**config.mk**
```make
export PLATFORM = sky130hd
export DESIGN_NAME = toggle_event_receiver
export DESIGN_NICKNAME = d
export VERILOG_FILES = /design/src/rtl/toggle_event_receiver.sv
export SDC_FILE = /design/constraint.sdc
export NUM_CORES = 1
export LEC_CHECK = 0
export ABC_AREA = 1
export BUFFER_PORTS_ARGS = -buffer_cell sky130_fd_sc_hd__buf_2
export CORE_ASPECT_RATIO = 1.4
export CORE_MARGIN = 3
export CORE_UTILIZATION = 35
export CTS_CLUSTER_SIZE = 25
export DETAILED_ROUTE_END_ITERATION = 10
export PLACE_DENSITY = 0.65
export SKIP_CTS_REPAIR_TIMING = 1
export SYNTH_ARGS = -nofsm -noshare
export SYNTH_HDL_FRONTEND = slang
export SYNTH_SLANG_ARGS = --single-unit
```
**constraint.sdc**
```tcl
create_clock -name clk -period 3.4 [get_ports clk]
set_input_delay 0.68 -clock clk [delete_from_list [all_inputs] [get_ports clk]]
set_output_delay 0.68 -clock clk [all_outputs]
set_load 0.03 [all_outputs]
```
**src/rtl/toggle_event_receiver.sv**
```systemverilog
// Toggle-line event receiver: synchronizes a sender's toggle flop, counts level
// changes as events, and hands them to a valid/ready consumer with a return toggle.
module toggle_event_receiver #(
   parameter int SYNC_STAGES = 2,
   parameter int CNT_W       = 4,
   parameter int TOT_W       = 16
) (
   input  logic             clk,
   input  logic             rst,
   input  logic             tog_in,
   output logic             evt_valid,
   input  logic             evt_ready,
   output logic             ack_tog,
   output logic [CNT_W-1:0] pending,
   output logic [TOT_W-1:0] total,
   output logic             overflow,
   input  logic             clr_ovf
);

   localparam logic [2:0]       PRIME_LAST = 3'(SYNC_STAGES);
   localparam logic [CNT_W-1:0] PEND_MAX   = {CNT_W{1'b1}};
   localparam logic [CNT_W-1:0] PEND_ONE   = {{(CNT_W-1){1'b0}}, 1'b1};
   localparam logic [TOT_W-1:0] TOT_ONE    = {{(TOT_W-1){1'b0}}, 1'b1};

   typedef enum logic [0:0] {
      ST_PRIME = 1'b0,
      ST_RUN   = 1'b1
   } state_t;

   state_t                 r_state, w_state_nxt;
   logic [SYNC_STAGES-1:0] r_sync;
   logic                   w_sync_out;
   logic [2:0]             r_prime_cnt, w_prime_cnt_nxt;
   logic                   r_ref, w_ref_nxt;
   logic                   w_evt, w_acc, w_drop;
   logic [CNT_W-1:0]       r_pending, w_pending_nxt;
   logic [TOT_W-1:0]       r_total, w_total_nxt;
   logic                   r_overflow, w_overflow_nxt;
   logic                   r_ack_tog, w_ack_tog_nxt;
   logic                   r_evt_valid;

   assign w_sync_out = r_sync[SYNC_STAGES-1];

   // Metastability chain on the asynchronous toggle line.
   always_ff @(posedge clk) begin
      if (rst) begin
         r_sync <= {SYNC_STAGES{1'b0}};
      end else begin
         r_sync <= {r_sync[SYNC_STAGES-2:0], tog_in};
      end
   end

   // FSM state, prime counter and reference level.
   always_ff @(posedge clk) begin
      if (rst) begin
         r_state     <= ST_PRIME;
         r_prime_cnt <= 3'd0;
         r_ref       <= 1'b0;
      end else begin
         r_state     <= w_state_nxt;
         r_prime_cnt <= w_prime_cnt_nxt;
         r_ref       <= w_ref_nxt;
      end
   end

   // PRIME waits for the chain to fill, then adopts its level without an event.
   always_comb begin
      w_state_nxt     = r_state;
      w_prime_cnt_nxt = r_prime_cnt;
      w_ref_nxt       = r_ref;
      w_evt           = 1'b0;
      w_acc           = 1'b0;
      case (r_state)
         ST_PRIME: begin
            if (r_prime_cnt == PRIME_LAST) begin
               w_ref_nxt   = w_sync_out;
               w_state_nxt = ST_RUN;
            end else begin
               w_prime_cnt_nxt = r_prime_cnt + 3'd1;
            end
         end
         ST_RUN: begin
            w_evt     = (w_sync_out != r_ref);
            w_ref_nxt = w_sync_out;
            w_acc     = r_evt_valid && evt_ready;
         end
         default: begin
            w_state_nxt     = ST_PRIME;
            w_prime_cnt_nxt = 3'd0;
         end
      endcase
   end

   // Simultaneous event and acceptance cancel, so a full counter never drops then.
   always_comb begin
      w_drop        = 1'b0;
      w_pending_nxt = r_pending;
      w_ack_tog_nxt = r_ack_tog ^ w_acc;
      if (w_evt) begin
         w_total_nxt = r_total + TOT_ONE;
      end else begin
         w_total_nxt = r_total;
      end
      if (w_evt && !w_acc) begin
         if (r_pending == PEND_MAX) begin
            w_drop = 1'b1;
         end else begin
            w_pending_nxt = r_pending + PEND_ONE;
         end
      end else if (w_acc && !w_evt) begin
         w_pending_nxt = r_pending - PEND_ONE;
      end else begin
         w_pending_nxt = r_pending;
      end
      if (w_drop) begin
         w_overflow_nxt = 1'b1;
      end else if (clr_ovf) begin
         w_overflow_nxt = 1'b0;
      end else begin
         w_overflow_nxt = r_overflow;
      end
   end

   // Registered outputs; evt_valid tracks the next pending value.
   always_ff @(posedge clk) begin
      if (rst) begin
         r_pending   <= {CNT_W{1'b0}};
         r_total     <= {TOT_W{1'b0}};
         r_overflow  <= 1'b0;
         r_ack_tog   <= 1'b0;
         r_evt_valid <= 1'b0;
      end else begin
         r_pending   <= w_pending_nxt;
         r_total     <= w_total_nxt;
         r_overflow  <= w_overflow_nxt;
         r_ack_tog   <= w_ack_tog_nxt;
         r_evt_valid <= (w_pending_nxt != {CNT_W{1'b0}});
      end
   end

   assign evt_valid = r_evt_valid;
   assign ack_tog   = r_ack_tog;
   assign pending   = r_pending;
   assign total     = r_total;
   assign overflow  = r_overflow;

endmodule

```
# After elaboration in Yosys (flattened, before gate mapping)
# Index checks and enable logic that the tools add are counted.
# W data, S select, Z words.
dict set report word_totals {
  ff_bits 30
  in_bits 5
  output_inout_bits 23
  elab_cells 41
}
dict set report op_classes {
  addsub 4
  n_eq_ne 4
  mux 13
  bitwise 3
  reduce_logical 8
}
# cell count
set ops {}
lappend ops {{$add A16 B1 Y16 const B} 1}
lappend ops {{$mux W4} 3}
lappend ops {{$mux W1} 9}
lappend ops {{$add A4 B1 Y4 const B} 1}
lappend ops {{$eq A4 B4 Y1 const B} 1}
lappend ops {{$reduce_bool A4 Y1} 1}
lappend ops {{$sub A4 B1 Y4 const B} 1}
lappend ops {{$add A3 B1 Y3 const B} 1}
lappend ops {{$eq A3 B2 Y1 const B} 1}
lappend ops {{$logic_and A1 B1 Y1} 3}
lappend ops {{$logic_not A1 Y1} 2}
lappend ops {{$ne A2 B2 Y1 const B} 1}
lappend ops {{$not A1 Y1} 2}
lappend ops {{$pmux W1 S2} 1}
lappend ops {{$reduce_and A2 Y1} 1}
lappend ops {{$reduce_bool A2 Y1} 1}
lappend ops {{$ne A1 B1 Y1} 1}
lappend ops {{$xor A1 B1 Y1} 1}

# Depth between registers and ports, before layout
dict set report logic_depth {
  depth_word 7
  mapped_depth 13
  mapped_depth_nobuf 13
}

# Least setup slack after synthesis
# OpenSTA, ideal clock, no wires.
dict set report synth_timing {
  path_kind {flip-flop to flip-flop}
  from {reg r_pending[0] (netlist: pending[0])}
  to {reg r_evt_valid (netlist: evt_valid)}
  setup_ps 116
  arrival_ps 1483
  t_required_ps 3284
  path_slack_ps 1801
  path_stages_with_launch 9
  path_buffers 0
  period_less_slack_ps 1599
  cell_sequence {dfxtp_1 -> inv_1 -> ha_1 -> nand2_1 -> o21ai_0 -> nand2_1 -> nand2_1 -> o21ai_0 -> nand2_1}
}
dict set report synth_between {
  elab_chain_cells 4
  elab_cells_between_ends 7
  cone_classes {add/sub (2); eq/ne (1); mux (3); reduce/logical (1)}
}
# element line_no
set synth_lines {}
lappend synth_lines {{start: declaration} 36} ;# logic [CNT_W-1:0] r_pending, w_pending_nxt;
lappend synth_lines {{start signal: assignment} 127} ;# r_pending <= {CNT_W{1'b0}};
lappend synth_lines {{start signal: assignment} 133} ;# r_pending <= w_pending_nxt;
lappend synth_lines {{$sub A4 B1 Y4, or another cell as far along} 111} ;# w_pending_nxt = r_pending - PEND_ONE;
lappend synth_lines {{$mux W4, on equally long branches} {110, 105}}
lappend synth_lines {{$mux W4 *} 104} ;# if (w_evt && !w_acc) begin
lappend synth_lines {{$reduce_bool A4 Y1 *} 137} ;# r_evt_valid <= (w_pending_nxt != {CNT_W{1'b0}});
lappend synth_lines {{end signal: assignment} 137}
lappend synth_lines {{end: declaration} 40} ;# logic r_evt_valid;
# Every way passes the cells marked *; elsewhere a longest branch is shown, timed or not.
# A chain may end at the register's enable or synchronous reset.

# Worst setup path in the final report
dict set report layout_timing {
  from {reg r_pending[0] (netlist: pending[0])}
  to {out pending[0]}
}
# element line_no
set layout_lines {}
lappend layout_lines {{end: declaration} 14} ;# output logic [CNT_W-1:0] pending,
# No word-level cell between the ends.

==> flow_summary.yaml <==
outcome:
  status: "finished, final reports clean"
finish:
  drive_gt1_share_pct: 16.1
  fin_nets: 276
  syn_to_final_growth_pct: 18.1
  final_common_cell: "nand2_1"
  antenna_cells: 0
  layout_common_cells: "67 x nand2_1, 34 x inv_1, 30 x dfxtp_1"
  fillers: 494
sta:
  worst_pin_slew_ps: 463
  fin_crit_ps: 1660
  setup_viol: 0
  rsz0062_at_grt: "false"
  skew_ps: 5.68
  fmax_ghz: 0.602
  hold_viol: 0
  fin_tns_setup_ps: 0
  fin_crit_sh_pct: 48.9
  finalMaxSlewViolations: 0
  slew_headroom_pct: 69.2
detailed_routing:
  vias_per_cell: 4.60
  drt-initial-drc-count: 64
  final_antenna_net_count: 0
  dr.pass1.iters: 4
  vias: 1503
  drc_errors: 0
  wire_per_inst_um: 10.3
  routed_wl_mm: 3.37
critical_path:
  worst-path-buf-inv: 1
  cp_num_cells: 1
  path_cells: "buf_2"
  cpPeakStageDelay_ps: 450
  critPathKind: "flop to output pin"
  critPathMaxFanout: 6
  crit_arrival_ps: 980
  crit_family: "flip-flops"
  cp-end-kind: "output pin"
  cp-start-kind: "flop"
  critPathSlowestCell: "dfxtp_1"
  critPathRequiredTime_ps: 2720
  reg2reg_depth: 8
cts:
  clockBufferDepth: 2
  cts-root-buf: "clkbuf_8"
  cts.sinks: 30
  clk_latency_ps: 280
  htree_num_levels: 2
  clk_pin_slew_ps: 60
  cts_made_buffers: 5
  cts_tree: "built"
logic_synthesis:
  ys_warn_count: 0
  syn_avg_cell_area_um2: 6.64
  synth_cell_type_count: 23
  netlist_area_um2: 1560
  synth_seq_cells: 30
  synth_nets: 245
  syn_inst: 235
  yosysSeqAreaShare_pct: 38.5
floorplanning:
  die_w_um: 62.4
  die_y_um: 85
  dieArea_um2: 5310
  initial_core_util_pct: 36.5
  ios: 28
  core_um2: 4270
  placementRows: 28
min_path:
  hold_depth: 2
  hp-class: "flop to flop"
place:
  gp_congestion: 0.888
  dp_hpwl_mm: 2.60
  io_buffers: 27
global_route:
  antenna_found_initial: 0
  grt_pass1_wl_mm: 5.94
  grt_pass1_vias: 1414
  grt_max_degree: 17
  grt-ovfl-total: 0
  grtUsageTotal_pct: 13.8
flow_run:
  drv_cap: 0
power:
  p_per_area_nw_per_um2: 471
  total_power_mw: 0.868
  vdd_drop_max_mv: 0.264
  p_leak_nw: 0.876
-- synthesized netlist by cell type --
cell	count	area share, %
a211oi_1	1	0.48
a21oi_1	19	6.1
buf_6	1	0.72
clkbuf_1	2	0.48
dfxtp_1	30	38
ha_1	5	4.0
inv_1	34	8.2
inv_2	1	0.24
nand2_1	67	16
nand2_2	3	1.2
nand3_1	13	4.2
nand3_2	1	0.64
nand4_1	5	2.0
nor2_1	26	6.3
nor2_2	1	0.40
nor2_4	1	0.72
nor3_1	3	0.96
nor3_4	1	1.0
nor3b_1	1	0.48
o21ai_0	15	4.8
o22ai_1	1	0.40
or2_2	1	0.40
xor2_1	3	1.7
-- through the flow --
stage	cells	area (um^2)	setup slack (ps)	hold slack, ps	utilization (%)
after floorplan	235	1560	1800	388	-
after global placement	319	1750	1650	389	41.0
after detailed placement	319	1750	1610	396	41.0
after CTS	327	1840	1740	405	43.1
after global routing	327	1840	1640	434	43.1
final	327	1840	1740	403	43.1
-- worst min-delay path: stages (launching register included) --
cell     delay (ps)
dfxtp_1         300
inv_1            40
nor2_1           30
-- cells by family after synthesis --
| kind of cell | after synthesis | synth area share [%] |
|---|---|---|
| AOI/OAI and AO/OA | 36 | 11.8 |
| xor gates and xnor gates | 3 | 1.68 |
| adders and majority gates | 5 | 4.01 |
| buffers and inverters | 38 | 9.62 |
| DFF | 30 | 38.5 |
| and+or+nand+nor | 123 | 34.4 |
-- where the power goes --
group / switching, mW / total [mW] / internal, mW
Combinational: 0.114 / 0.167 / 0.0528
Clock: 0.127 / 0.290 / 0.163
Sequential: 0.0263 / 0.411 / 0.385
Total: 0.268 / 0.868 / 0.600
-- worst paths after layout --
| path | start | to | slack [ps] |
|---|---|---|---|
| setup reg to reg | pending[0] | evt_valid | 1800 |
| setup / recovery | pending[0] | pending[0] | 1740 |
| hold reg to reg | r_sync[0] | r_sync[1] | 400 |
| hold / removal | r_sync[0] | r_sync[1] | 400 |
-- per-layer routing --
| layer | global-route usage [%] | wire [um] | vias up |
|---|---|---|---|
| met1 | 15.1 | 1440 | 664 |
| li1 | - | - | 805 |
| met2 | 25.1 | 1720 | 29 |
| met3 | 3.84 | 151 | 5 |
| met5 | 0 | 0 | - |
| met4 | 4.82 | 59 | 0 |
-- area by class of cell --
| class | count | area, um^2 | area share [%] |
|---|---|---|---|
| Timing Repair Buffer | 27 | 135 | 7.33 |
| Clock buffer | 7 | 86.3 | 4.68 |
| Multi-Input combinational cell | 167 | 810 | 43.9 |
| Clock inverter | 1 | 5.00 | 0.272 |
| Inverter | 35 | 131 | 7.13 |
| Tap cell | 60 | 75.1 | 4.07 |
| Sequential cell | 30 | 601 | 32.6 |
-- registers in the layout, indices dropped and copies added (netlist names) --
signal and count:
ack_tog 1, evt_valid 1, overflow 1, pending 4, r_prime_cnt 3, r_ref 1
r_state 1, r_sync 2, total 16
Power figures use the tool's default switching activity.
